[config.mk]
export PLATFORM = sky130hd
export DESIGN_NAME = fpm_seq_param
export DESIGN_NICKNAME = d
export VERILOG_FILES = /design/src/rtl/fpm_pkg.sv /design/src/rtl/fpm_round_norm.sv /design/src/rtl/fpm_seq_param.sv
export SDC_FILE = /design/constraint.sdc
export NUM_CORES = 1
export LEC_CHECK = 0
export CORE_UTILIZATION = 55
export CTS_BUF_LIST = sky130_fd_sc_hd__clkbuf_4 sky130_fd_sc_hd__clkbuf_8
export DETAILED_ROUTE_END_ITERATION = 6
export DONT_BUFFER_PORTS = 1
export PLACE_DENSITY = 0.67
export SLEW_MARGIN = 20
export SYNTH_ARGS = -nofsm -noshare
export SYNTH_HDL_FRONTEND = slang
export SYNTH_HIERARCHICAL = 1
export SYNTH_SLANG_ARGS = --single-unit
[constraint.sdc]
create_clock -name clk -period 15.22 [get_ports clk]
set_input_delay 2.283 -clock clk [delete_from_list [all_inputs] [get_ports clk]]
set_output_delay 2.283 -clock clk [all_outputs]
set_load 0.05 [all_outputs]
[src/rtl/fpm_pkg.sv]
// Shared types and helpers for the sequential floating-point multiplier.
// Field helpers work on a 64-bit container so any supported format fits.
package fpm_pkg;

  typedef enum logic [1:0] {StIdle, StMul, StNorm, StDone} state_e;

  function automatic int unsigned bias_f(input int unsigned exp_w);
    return (32'd1 << (exp_w - 1)) - 32'd1;
  endfunction

  function automatic int unsigned exp_max_f(input int unsigned exp_w);
    return (32'd1 << exp_w) - 32'd1;
  endfunction

  function automatic logic sign_of(input logic [63:0] x, input int unsigned w);
    logic [63:0] t;
    t = x >> (w - 1);
    return t[0];
  endfunction

  function automatic logic [63:0] exp_of(input logic [63:0] x, input int unsigned exp_w,
                                         input int unsigned man_w);
    return (x >> man_w) & ((64'd1 << exp_w) - 64'd1);
  endfunction

  function automatic logic [63:0] frac_of(input logic [63:0] x, input int unsigned man_w);
    return x & ((64'd1 << man_w) - 64'd1);
  endfunction

endpackage

[src/rtl/fpm_round_norm.sv]
// Combinational normalise, round-to-nearest-even and pack of a raw mantissa product.
// Saturates to infinity on exponent overflow and flushes to zero on underflow.
module fpm_round_norm
  import fpm_pkg::*;
#(
  parameter int unsigned EXP_W = 8,
  parameter int unsigned MAN_W = 23,
  localparam int unsigned W    = EXP_W + MAN_W + 1,
  localparam int unsigned PW   = 2 * MAN_W + 2
) (
  input  logic [PW-1:0]           i_prod,
  input  logic signed [EXP_W+1:0] i_esum,
  input  logic                    i_sign,
  output logic [W-1:0]            o_m,
  output logic                    o_overflow,
  output logic                    o_underflow
);

  localparam logic signed [EXP_W+1:0] BIAS_S = (EXP_W + 2)'(bias_f(EXP_W));
  localparam logic signed [EXP_W+1:0] EMAX_S = (EXP_W + 2)'(exp_max_f(EXP_W));
  localparam logic signed [EXP_W+1:0] ZERO_S = '0;

  logic                    w_top, w_lost, w_guard, w_sticky, w_round_up, w_carry;
  logic [PW-1:0]           w_sh;
  logic [MAN_W:0]          w_mant;
  logic [MAN_W+1:0]        w_mant_r;
  logic [MAN_W-1:0]        w_frac;
  logic signed [EXP_W+1:0] w_e;
  logic                    w_unused;

  always_comb begin
    w_top      = i_prod[PW-1];
    w_sh       = w_top ? (i_prod >> 1) : i_prod;
    // The bit shifted out by normalisation still counts toward sticky.
    w_lost     = w_top & i_prod[0];
    w_mant     = w_sh[2*MAN_W:MAN_W];
    w_guard    = w_sh[MAN_W-1];
    w_sticky   = (|w_sh[MAN_W-2:0]) | w_lost;
    w_round_up = w_guard & (w_sticky | w_mant[0]);
    w_mant_r   = {1'b0, w_mant} + {{(MAN_W + 1){1'b0}}, w_round_up};
    w_carry    = w_mant_r[MAN_W+1];
    w_frac     = w_carry ? '0 : w_mant_r[MAN_W-1:0];
    w_e        = i_esum - BIAS_S + $signed({{(EXP_W + 1){1'b0}}, w_top})
                 + $signed({{(EXP_W + 1){1'b0}}, w_carry});

    o_overflow  = 1'b0;
    o_underflow = 1'b0;
    o_m         = {i_sign, w_e[EXP_W-1:0], w_frac};
    if (w_e >= EMAX_S) begin
      o_m        = {i_sign, {EXP_W{1'b1}}, {MAN_W{1'b0}}};
      o_overflow = 1'b1;
    end else if (w_e <= ZERO_S) begin
      o_m         = {i_sign, {(W - 1){1'b0}}};
      o_underflow = 1'b1;
    end
  end

  assign w_unused = ^{w_mant_r[MAN_W], w_sh[PW-1]};

endmodule

[src/rtl/fpm_seq_param.sv]
// Parametrised shift-add floating-point multiplier with valid/ready on both sides.
// One multiplier bit per cycle; zero operands bypass the multiply entirely.
module fpm_seq_param
  import fpm_pkg::*;
#(
  parameter int unsigned EXP_W = 8,
  parameter int unsigned MAN_W = 23,
  localparam int unsigned W    = EXP_W + MAN_W + 1
) (
  input  logic         clk,
  input  logic         rst,
  input  logic         in_valid,
  output logic         in_ready,
  input  logic [W-1:0] a,
  input  logic [W-1:0] b,
  output logic         out_valid,
  input  logic         out_ready,
  output logic [W-1:0] m,
  output logic         overflow,
  output logic         underflow,
  output logic         busy
);

  localparam int unsigned PW = 2 * MAN_W + 2;
  localparam int unsigned CW = $clog2(MAN_W + 1);

  state_e                  r_state, w_state_d;
  logic                    r_sign;
  logic signed [EXP_W+1:0] r_esum;
  logic [PW-1:0]           r_mcand, r_acc;
  logic [MAN_W:0]          r_mplier;
  logic [CW-1:0]           r_cnt;
  logic [W-1:0]            r_m;
  logic                    r_ovf, r_unf;

  logic                    w_sign, w_zero, w_accept, w_last;
  logic [EXP_W-1:0]        w_ea, w_eb;
  logic [MAN_W-1:0]        w_fa, w_fb;
  logic [W-1:0]            w_rn_m;
  logic                    w_rn_ovf, w_rn_unf;

  assign w_sign   = sign_of(64'(a), W) ^ sign_of(64'(b), W);
  assign w_ea     = EXP_W'(exp_of(64'(a), EXP_W, MAN_W));
  assign w_eb     = EXP_W'(exp_of(64'(b), EXP_W, MAN_W));
  assign w_fa     = MAN_W'(frac_of(64'(a), MAN_W));
  assign w_fb     = MAN_W'(frac_of(64'(b), MAN_W));
  assign w_zero   = (w_ea == '0) || (w_eb == '0);
  assign w_accept = in_valid && in_ready;
  assign w_last   = (r_cnt == CW'(MAN_W - 1));

  always_comb begin
    w_state_d = r_state;
    unique case (r_state)
      StIdle:  if (w_accept) w_state_d = w_zero ? StDone : StMul;
      StMul:   if (w_last) w_state_d = StNorm;
      StNorm:  w_state_d = StDone;
      StDone:  if (out_ready) w_state_d = StIdle;
      default: w_state_d = StIdle;
    endcase
  end

  always_ff @(posedge clk) begin
    if (rst) r_state <= StIdle;
    else     r_state <= w_state_d;
  end

  always_ff @(posedge clk) begin
    if (rst) begin
      r_sign   <= 1'b0;
      r_esum   <= '0;
      r_mcand  <= '0;
      r_mplier <= '0;
      r_acc    <= '0;
      r_cnt    <= '0;
      r_m      <= '0;
      r_ovf    <= 1'b0;
      r_unf    <= 1'b0;
    end else begin
      unique case (r_state)
        StIdle: begin
          if (w_accept) begin
            r_sign   <= w_sign;
            r_esum   <= $signed({2'b00, w_ea}) + $signed({2'b00, w_eb});
            // Accumulator starts from the bit-0 partial product, so MUL needs MAN_W cycles.
            r_acc    <= w_fb[0] ? PW'({1'b1, w_fa}) : '0;
            r_mcand  <= PW'({1'b1, w_fa}) << 1;
            r_mplier <= {1'b1, w_fb} >> 1;
            r_cnt    <= '0;
            if (w_zero) begin
              r_m   <= {w_sign, {(W - 1){1'b0}}};
              r_ovf <= 1'b0;
              r_unf <= 1'b0;
            end
          end
        end
        StMul: begin
          if (r_mplier[0]) r_acc <= r_acc + r_mcand;
          r_mcand  <= r_mcand << 1;
          r_mplier <= r_mplier >> 1;
          r_cnt    <= r_cnt + CW'(1);
        end
        StNorm: begin
          r_m   <= w_rn_m;
          r_ovf <= w_rn_ovf;
          r_unf <= w_rn_unf;
        end
        default: ;
      endcase
    end
  end

  fpm_round_norm #(
    .EXP_W(EXP_W),
    .MAN_W(MAN_W)
  ) u_round_norm (
    .i_prod      (r_acc),
    .i_esum      (r_esum),
    .i_sign      (r_sign),
    .o_m         (w_rn_m),
    .o_overflow  (w_rn_ovf),
    .o_underflow (w_rn_unf)
  );

  assign in_ready  = (r_state == StIdle);
  assign out_valid = (r_state == StDone);
  assign busy      = (r_state != StIdle);
  assign m         = r_m;
  assign overflow  = r_ovf;
  assign underflow = r_unf;

endmodule

After elaboration in Yosys (flattened, before gate mapping)
Index checks and enable logic that the tools add are counted.
- logic and storage cells: 76
- input port bits: 68
- bits in registers: 172
- output and inout port bits: 37
- memory bits (read-only): 0
- latch bits: 0
- RAM bits: 0
- memories: 0
- shift operators: 0
- bitwise operators: 5
- eq/ne operators: 9
- mux-type cells: 29
- reduce and logical (&&, ||, !) cells: 14
- magnitude comparators: 2
- multipliers: 0
- $add $sub $neg: 7
- div/mod/pow operators: 0
- operators with widths (kind ; count):
    $pmux W48 S2 ; 2
    $mux W48 ; 3
    $mux W32 ; 2
    $pmux W32 S2 ; 1
    $mux W31 ; 2
    $add A48 B48 Y48 ; 1
    $mux W24 ; 2
    $pmux W24 S2 ; 1
    $mux W47 ; 1
    $add A24 B1 Y25 ; 1
    $mux W23 ; 1
    $reduce_or A22 Y1 ; 1
    $add A10 B2 Y10 ; 2
    $logic_not A8 Y1 ; 2
    $ge A10 B9 Y1 const B ; 1
    $le A10 B1 Y1 const B ; 1
    $pmux W5 S2 ; 1
    $sub A10 B8 Y10 const B ; 1
    $add A8 B8 Y9 ; 1
    $reduce_and A3 Y1 ; 3
    $mux W2 ; 4
    $pmux W2 S4 ; 1
    $ne A2 B1 Y1 const B ; 3
    $reduce_bool A2 Y1 ; 3
    15 further kinds ; 25

Logic depth before layout (Yosys ltp)
Gate-level depths: netlist of the first run.
- depth in word-level cells: 11
- gate-level depth with buffers: 26
- mapped depth without buffers: 19

Cells and area by module
The synthesis of the first run kept the hierarchy.
- by module, submodules not included (module ; times used ; area each (um^2) ; sequential area each (um^2) ; cells each):
    fpm_seq_param ; 1 ; 9395.3 ; 3383.2 ; 1158
    fpm_round_norm ; 1 ; 1757.9 ; 0.0 ; 252

Worst setup path after synthesis of the first run
OpenSTA, ideal clock, no wires.
- kind: register -> register
- from: reg r_acc[47]
- to: reg r_m[19] (netlist: m[19])
- setup slack: 9836 ps
- buffers on the path: 7
- arrival: 5314 ps
- required time: 15150 ps
- period minus slack after synthesis: 5384 ps
- setup time: 70 ps
- stages on the path, launching flop included: 27
- cells stage by stage: dfxtp_1 > buf_6 > buf_6 > clkbuf_1 > clkbuf_1 > mux2i_1 > nor2b_1 > ha_1 > and3_1 > and4_1 > buf_2 > nand3_2 > or3_1 > ha_1 > inv_1 > ha_1 > fa_1 > nand2_1 > xor2_1 > o41ai_1 > a41o_4 > or3b_1 > buf_2 > buf_6 > a211oi_2 > nand3_1 > a21oi_1
- longest elaborated chain between the ends: 11
- elaborated cells between the ends (all ways): 15
- classes of those cells: 3 x add/sub; 2 x order compare; 5 x mux; 4 x bitwise; 1 x reduce/logical
- RTL lines (element ; line ; source):
    start: declaration ; fpm_seq_param.sv:30 ; logic [PW-1:0] r_mcand, r_acc;
    start signal: assignment ; fpm_seq_param.sv:85 ; r_acc <= w_fb[0] ? PW'({1'b1, w_fa}) : '0;
    start signal: assignment ; fpm_seq_param.sv:97 ; if (r_mplier[0]) r_acc <= r_acc + r_mcand;
    $mux W47 ; fpm_round_norm.sv:33 ; w_sh = w_top ? (i_prod >> 1) : i_prod;
    $reduce_or A22 Y1 ; fpm_round_norm.sv:38 ; w_sticky = (|w_sh[MAN_W-2:0]) | w_lost;
    $or A1 B1 Y1 ; fpm_round_norm.sv:38 ;
    $or A1 B1 Y1 ; fpm_round_norm.sv:39 ; w_round_up = w_guard & (w_sticky | w_mant[0]);
    $and A1 B1 Y1 ; fpm_round_norm.sv:39 ;
    $add A24 B1 Y25 ; fpm_round_norm.sv:40 ; w_mant_r = {1'b0, w_mant} + {{(MAN_W + 1){1'b0}}, w_round_up};
    $add A10 B2 Y10 ; fpm_round_norm.sv:44 ; + $signed({{(EXP_W + 1){1'b0}}, w_carry});
    $le A10 B1 Y1 ; fpm_round_norm.sv:52 ; end else if (w_e <= ZERO_S) begin
    $mux W31 ; fpm_round_norm.sv:52 ;
    $mux W31 (*) ; fpm_round_norm.sv:49 ; if (w_e >= EMAX_S) begin
    net w_rn_m[19] ; fpm_seq_param.sv:39 ; logic [W-1:0] w_rn_m;
    $pmux W32 S2 (*) ; fpm_seq_param.sv:79 ; unique case (r_state)
    end signal: assignment ; fpm_seq_param.sv:90 ; r_m <= {w_sign, {(W - 1){1'b0}}};
    end signal: assignment ; fpm_seq_param.sv:103 ; r_m <= w_rn_m;
    end: declaration ; fpm_seq_param.sv:33 ; logic [W-1:0] r_m;
Mark *: on every way through the listed nets, which the timed path passes. The rest lies on a longest branch.
A chain may end at the register's enable or synchronous reset.

Final worst setup path of the first run
- from: reg r_acc[22]
- to: reg r_m[5] (netlist: m[5])
- longest elaborated chain between the ends: 11
- elaborated cells between the ends (all ways): 13
- classes of those cells: 2 x add/sub; 2 x order compare; 5 x mux; 3 x bitwise; 1 x reduce/logical
- RTL lines (element ; line):
    $mux W47 (*) ; fpm_round_norm.sv:33
    $reduce_or A22 Y1 ; fpm_round_norm.sv:38
    $or A1 B1 Y1 ; fpm_round_norm.sv:38
    $or A1 B1 Y1 ; fpm_round_norm.sv:39
    $and A1 B1 Y1 (*) ; fpm_round_norm.sv:39
    $add A24 B1 Y25 (*) ; fpm_round_norm.sv:40
    $add A10 B2 Y10 ; fpm_round_norm.sv:44
    $le A10 B1 Y1 ; fpm_round_norm.sv:52
    $mux W31 ; fpm_round_norm.sv:52
    $mux W31 (*) ; fpm_round_norm.sv:49
    net w_rn_m[5] ; fpm_seq_param.sv:39
    $pmux W32 S2 (*) ; fpm_seq_param.sv:79
Marked as above.

==> run summary, run 1 <==
Status: finished clean
Most used cell, CP: ha_1
Number of fill cells in the layout: 1,875
Synth-to-Final Area Change: 4.09%
IO Port Bufs: 0
Grt met3 use: 4.83%
Level count of the clock H-tree: 4
Cell Area, Synth: 0.0112 mm²
Via count: 9,766
Initial Util: 56.7%
Power Dens Cells: 158 mW/mm²
I/O pin count: 105
Max-slew headroom: 32.9%
CP endpoint kind: flip-flop
Synth warnings: 6
Most frequent cells in the layout: 168 x dfxtp_1, 161 x nor2_1, 136 x nand2_1, 114 x a21oi_1, 66 x a211oi_1
Die ar.: 0.0209 mm²
Antenna violations before repair: 2
Register bit total from synthesis: 169
HPWL after DPL: 19.5 mm
PostCTS Resize Cnt: 0
Final instance area: 0.0116 mm²
Worst R2R Start: r_acc[22]$_SDFFE_PP0P_
WL/cell: 16.8 µm
M2 GR Usage: 42.5%
Routability cong.: 0.924
Die span in y: 144 µm
Busiest layer in global routing: met2
Fraction of registers with async set or reset after synthesis: 0%
Slew @ Worst Pin: 1.01 ns
Share of layout cells above drive strength 1: 6.46%
DRT iter0 DRCs: 653
DRC errors left: 0
Fin Clk Skew: 0.0134 ns
Worst-path fanout max: 14
Netlist cell types: 84
Period utilisation layout: 34.3%
CTS tree: yes
Aggregate global routing overflow: 0
Initial DRT Pass Iterations: 5
Critical path, cell by cell: mux2i_1, nor2b_1, ha_1, and3_1, and4_1, nand3_2, or3_1, ha_1, inv_1, ha_1, fa_1, nand2_1, xor2_1, o41ai_1, a41o_4, or3b_1, nor3_1, nand3_1, a21oi_1
Final setup violation count: 0
Synth Net Count: 1,547
Fmax: 191 MHz
Layout Nets: 1,486
CTS root buffer: clkbuf_8
Core area: 0.0197 mm²
Setup bufs post-CTS: 0
Kind of critical path: flip-flop to flip-flop
Startpoint types: flip-flop
Reg clk slew, reported paths: 0.09 ns
Most used flip-flop cell after synthesis: dfxtp_1
TNS Setup: 0 ns
Final Hold Fails: 0
Row cnt: 51
Worst skew pair latency: 0.47 ns
Slew Viols, Final: 0
First-pass GRT wire length: 45.3 mm
Worst min path class: flip-flop to flip-flop
Post-synthesis sequential area ratio: 30.3%
Mean Syn Cell Area: 7.91 µm²
Gate Count Post-Synth: 1,410
Die X-Extent: 144 µm
DP Area: 0.0112 mm²
Max incr delay on CP: 0.53 ns
CTS Sinks: 169
CTS buffer count: 17
Critical path startpoint: r_acc[22]$_SDFFE_PP0P_
Max cap viols: 0
CTS Buffer Depth: 2
Number of global-route vias before repair: 8,984
Antenna-violating nets left: 0
Hold wc startpoint: r_esum[0]$_SDFFE_PP0P_
Hold buffer count at CTS: 0
Slowest CP cell: or3b_1
RSZ-0062 raised after global routing: no
GR Util met1: 37.9%
Gr usage total: 27.1%
Leakage: 4.46 nW
Arrival time of the worst setup path: 5.59 ns
Commonest non-fill, non-tap cell in the layout: dfxtp_1
Delay-heaviest family, CP: simple AND/OR/NAND/NOR gates
EDFF count, synth: 0
Fin crit period: 5.22 ns
Pin count of the biggest net entering global routing: 147
Final wirelength: 27.4 mm
Peak supply drop: 0.0959 mV
CP required: 15.58 ns
CP bufs+invs: 1
Vias per inst: 6.00
final cells by class:
| class | instances | area, µm² | share of cell area, % |
|---|---|---|---|
| Tap cell | 265 | 332 | 2.86 |
| Sequential cell | 169 | 3380 | 29.2 |
| Multi-Input combinational cell | 1108 | 7250 | 62.4 |
| Clock inverter | 11 | 111 | 0.959 |
| Inverter | 43 | 164 | 1.41 |
| Antenna cell | 2 | 5.00 | 0.0431 |
| Timing Repair Buffer | 10 | 75.1 | 0.647 |
| Clock buffer | 21 | 289 | 2.49 |
layer usage:
metal / wire length [µm] / up-vias
met2: 12100 / 236
met5: 0 / -
met4: 405 / 0
met3: 1460 / 27
li1: - / 4934
met1: 13400 / 4569
power breakdown:
| group | switching (mW) | total (mW) | internal [mW] |
|---|---|---|---|
| clock network | 0.179 | 0.327 | 0.149 |
| logic | 0.566 | 0.877 | 0.311 |
| registers | 0.0925 | 0.631 | 0.538 |
cell families (layout without fill, tap and decap cells):
logic type | after synthesis | in the layout | synth area share, %
xor+xnor | 89 | 89 | 6.99
buf+inv | 133 | 85 | 5.01
other cells | 1 | 3 | 0.0336
flops | 169 | 169 | 30.3
fa+ha+maj | 69 | 69 | 7.94
compound gates | 386 | 386 | 23.9
mux | 43 | 43 | 3.94
simple gates | 520 | 520 | 21.9
synthesized netlist by cell type (6+ instances only):
library cell | count | area share [%]
o21ai_1 | 12 | 0.54
a21o_1 | 38 | 2.6
nand4_1 | 18 | 1.0
o21bai_1 | 10 | 0.67
xnor2_1 | 47 | 3.7
a221oi_1 | 15 | 1.2
nor2_1 | 161 | 5.4
nor2b_1 | 29 | 1.6
a211oi_1 | 66 | 4.4
nand3_1 | 58 | 2.6
mux2_2 | 7 | 0.71
a31oi_1 | 7 | 0.39
a22oi_1 | 27 | 1.8
xor2_1 | 42 | 3.3
nor4_1 | 13 | 0.73
clkbuf_1 | 68 | 2.3
ha_1 | 66 | 7.4
nand2_1 | 136 | 4.6
mux2i_1 | 36 | 3.2
inv_1 | 41 | 1.4
dfxtp_1 | 169 | 30
and3_1 | 8 | 0.45
o21ai_0 | 40 | 1.8
o21a_1 | 6 | 0.40
a21oi_2 | 6 | 0.47
a21oi_1 | 115 | 5.2
and2_1 | 9 | 0.50
nor3_1 | 55 | 2.5
buf_2 | 12 | 0.54
registers in the layout, summed over array words and instances (netlist names):
signal	count
r_acc	48
r_cnt	5
r_esum	9
overflow	1
r_mcand	47
r_sign	1
r_state	2
r_mplier	23
m	32
underflow	1
worst reg2reg max path: stages (launching register included):
cell     delay (ns)
dfxtp_1        0.46
mux2i_1        0.11
nor2b_1        0.12
ha_1           0.24
and3_1         0.26
and4_1         0.45
nand3_2        0.15
or3_1          0.39
ha_1           0.28
inv_1          0.04
ha_1           0.21
fa_1           0.47
nand2_1        0.16
xor2_1         0.08
o41ai_1        0.46
a41o_4         0.37
or3b_1         0.53
nor3_1         0.15
nand3_1        0.12
a21oi_1        0.07
path summary, 6_finish.rpt:
kind	endpoint	slack [ns]	cells past startpoint
worst max-delay path	m[5]$_SDFFE_PP0P_	10.0	19
worst min-delay path	r_esum[0]$_SDFFE_PP0P_	0.50	2
worst max register to register	m[5]$_SDFFE_PP0P_	10.0	19
worst min register to register	r_esum[0]$_SDFFE_PP0P_	0.50	2
through the flow:
step                      instances  power (mW)  hold slack (ns)  setup slack (ns)  util [%]
after CTS                      1627        1.84            0.493             10.06      59.0
after global placement         1595        1.51            0.473             10.23      57.0
after detailed placement       1595        1.51            0.476             10.08      57.0
final                          1629        1.84            0.495              10.0      59.1
after floorplan                1410        1.32            0.432              9.84         -
after global routing           1629        1.98            0.508              9.67      59.1
Note: power is estimated with default switching activity, not from simulation.
==> inputs of run 2 (changes only) <==
Settings changed: PLACE_DENSITY 0.67 to 0.7.
Clock period 15.22 ns to 4.7 ns, I/O delays scaled along.
==> run 2 against run 1 <==
  * Die area is the same
  * Via count rose by 0.83%
  * Largest cell class unchanged
  * Global-route usage fell by 0.24 points
  * Register-to-register slack got worse by 9.8 ns
  * Final cell count up 1.3%
  * Hold slack worse by 0.19 ns
  * Power grew to 3.2 times the previous value
  * Design area grew 1.9%
  * Clock skew decreased by 0.0032 ns
  * Non-clock buffer count up 21
  * Fmax rose by 17%
  * Sequential power grew to 3.2 times the previous value
==> run summary, run 2 (synthesized netlist as in run 1, its figures left out) <==
Status: finished clean
Largest Register: r_acc
Vias per inst: 5.97
Switching share of power: 45.5%
Kind of critical path: flip-flop to flip-flop
Slew @ Worst Pin: 0.964 ns
R2R cell count: 19
Routability cong.: 0.898
Share of layout cells above drive strength 1: 8.89%
Pin count of the biggest net entering global routing: 147
CTS tree: yes
Antenna-violating nets left: 0
Hold EP: r_mcand[38]$_SDFFE_PP0P_
Worst skew pair latency: 0.46 ns
Die X-Extent: 144 µm
Reg clk slew, reported paths: 0.09 ns
Power Internal: 3.25 mW
Number of global-route vias before repair: 9,002
R2r setup slk: 0.22 ns
Initial DRT Pass Iterations: 5
Hold buffer count at CTS: 0
Final wirelength: 27.4 mm
Sequential share of power: 34.3%
WL/cell: 16.6 µm
Commonest non-fill, non-tap cell in the layout: dfxtp_1
CTS root buffer: clkbuf_8
Final setup violation count: 0
Period utilisation layout: 95.4%
Fmax: 223 MHz
I/O pin count: 105
Startpoint types: flip-flop
Critical path, cell by cell: mux2i_1, nor2b_1, ha_2, and3_4, and4_1, nand3_2, or3_4, ha_1, inv_1, ha_2, fa_2, buf_4, a31oi_1, nor3_1, a41o_4, or3b_4, nor3_1, nand3_1, a21oi_1
Via count: 9,847
Synth-to-Final Area Change: 6.09%
Tot Pwr: 5.96 mW
Leakage: 4.58 nW
First-pass GRT wire length: 44.8 mm
Hold Crit Depth: 1
CP required: 5.10 ns
Fin crit period: 4.48 ns
Combinational Power Share: 48.7%
CTS Sinks: 169
TNS Setup: 0 ns
CTS buffer count: 17
Worst-path fanout max: 9
Core area: 0.0197 mm²
Fin Clk Skew: 0.0102 ns
Max incr delay on CP: 0.48 ns
Aggregate global routing overflow: 0
Switching power: 2.71 mW
HPWL after DPL: 19.6 mm
DRT iter0 DRCs: 507
Worst min path class: input port to flip-flop
Most frequent cells in the layout: 167 x dfxtp_1, 161 x nor2_1, 135 x nand2_1, 113 x a21oi_1, 65 x a211oi_1
CP endpoint kind: flip-flop
Row cnt: 51
Final Hold Fails: 0
Die ar.: 0.0209 mm²
Peak supply drop: 0.352 mV
Layout Nets: 1,508
Die span in y: 144 µm
Antenna violations before repair: 2
Clock share of power: 17.1%
Max-slew headroom: 35.1%
Number of flip-flops under the largest register name: 48
IO Port Bufs: 0
Arrival time of the worst setup path: 4.88 ns
Power Dens Cells: 503 mW/mm²
Worst R2R Start: r_acc[47]$_SDFFE_PP0P_
Slew Viols, Final: 0
Max cap viols: 0
Slowest CP cell: or3b_4
Level count of the clock H-tree: 4
Gr usage total: 26.9%
DRC errors left: 0
Initial Util: 56.7%
RR Endpoint: m[5]$_SDFFE_PP0P_
CTS Buffer Depth: 2
Hold wc startpoint: rst
==> run 2: cell types whose count changed in the layout (fill, tap and decap cells not counted), moves of 2 or more <==
cell / before / now
ha_2: 0 / 2
clkinvlp_4: 5 / 3
clkinv_2: 0 / 3
inv_6: 3 / 1
ha_1: 65 / 63
buf_4: 10 / 31
nor3_2: 0 / 2
or3b_4: 0 / 2
nor3_1: 55 / 53
==> run 2: per-stage QoR <==
step / hold slack [ns] / util, % / instance area [µm²] / worst slack (ns) / cells
after floorplan: 0.432 / - / 11200 / -0.0951 / 1410
after global placement: 0.463 / 57.8 / 11400 / 0.0685 / 1615
after detailed placement: 0.463 / 57.8 / 11400 / -0.0323 / 1615
after CTS: 0.282 / 59.8 / 11800 / 0.117 / 1646
after global routing: 0.278 / 60.2 / 11800 / -0.000888 / 1650
final: 0.305 / 60.2 / 11800 / 0.216 / 1650
==> run 2: timing repair <==
item,4_1_cts,5_1_grt
gates cloned,0,1
pin swaps,0,3
gates resized for setup,2,10
setup buffers,0,1
endpoints found under the setup margin,14,27
==> run 2: critical path, delay by kind of cell (launching register included) <==
kind            cells  cell delay, ns
simple gates        9            2.04
fa+ha+maj           4            1.09
compound gates      3            0.61
flops               1            0.37
buf+inv             2            0.20
mux                 1            0.12
==> run 2: power by group through the flow <==
stage / registers [mW] / logic (mW) / clock network [mW]
after floorplan: 1.97 / 2.31 / 0
after global placement: 2.06 / 2.80 / 0
after detailed placement: 2.07 / 2.83 / 0
after CTS: 2.04 / 2.84 / 1.04
after global routing: 2.08 / 3.21 / 1.09
final: 2.04 / 2.90 / 1.02
==> run 2: layout make-up <==
type	count	area, µm²
Clock inverter	10	93.8
Sequential cell	169	3390
Inverter	43	164
Clock buffer	21	289
Tap cell	265	332
Timing Repair Buffer	31	233
Multi-Input combinational cell	1109	7330
Fill cell	1859	7820
Antenna cell	2	5.00
==> run 2: worst max-delay path by stage <==
stage	cells after the start	to	startpoint	slack (ns)
4_1_cts	19	m[7]$_SDFFE_PP0P_	r_acc[24]$_SDFFE_PP0P_	0.12
6_report	19	m[5]$_SDFFE_PP0P_	r_acc[47]$_SDFFE_PP0P_	0.22
5_1_grt	19	m[7]$_SDFFE_PP0P_	r_acc[24]$_SDFFE_PP0P_	-0.0009
3_5_place_dp	19	m[7]$_SDFFE_PP0P_	r_acc[24]$_SDFFE_PP0P_	-0.03
2_1_floorplan	26	m[21]$_SDFFE_PP0P_	r_acc[47]$_SDFFE_PP0P_	-0.1
3_3_place_gp	19	m[7]$_SDFFE_PP0P_	r_acc[24]$_SDFFE_PP0P_	0.07
==> run 2: layer usage <==
metal  global-route usage [%]  vias up  share of wire [%]
met5                        0        -                  0
met4                     6.98        0               0.84
met3                     4.57       15                5.4
met2                     43.0      251                 45
met1                     37.2     4587                 49
li1                         -     4994                  -
==> inputs of run 3 (changes only) <==
Settings changed: CAP_MARGIN set to 20.
==> results of run 3 <==
The final DEF is identical to that of run 2; final timing and power are the same.
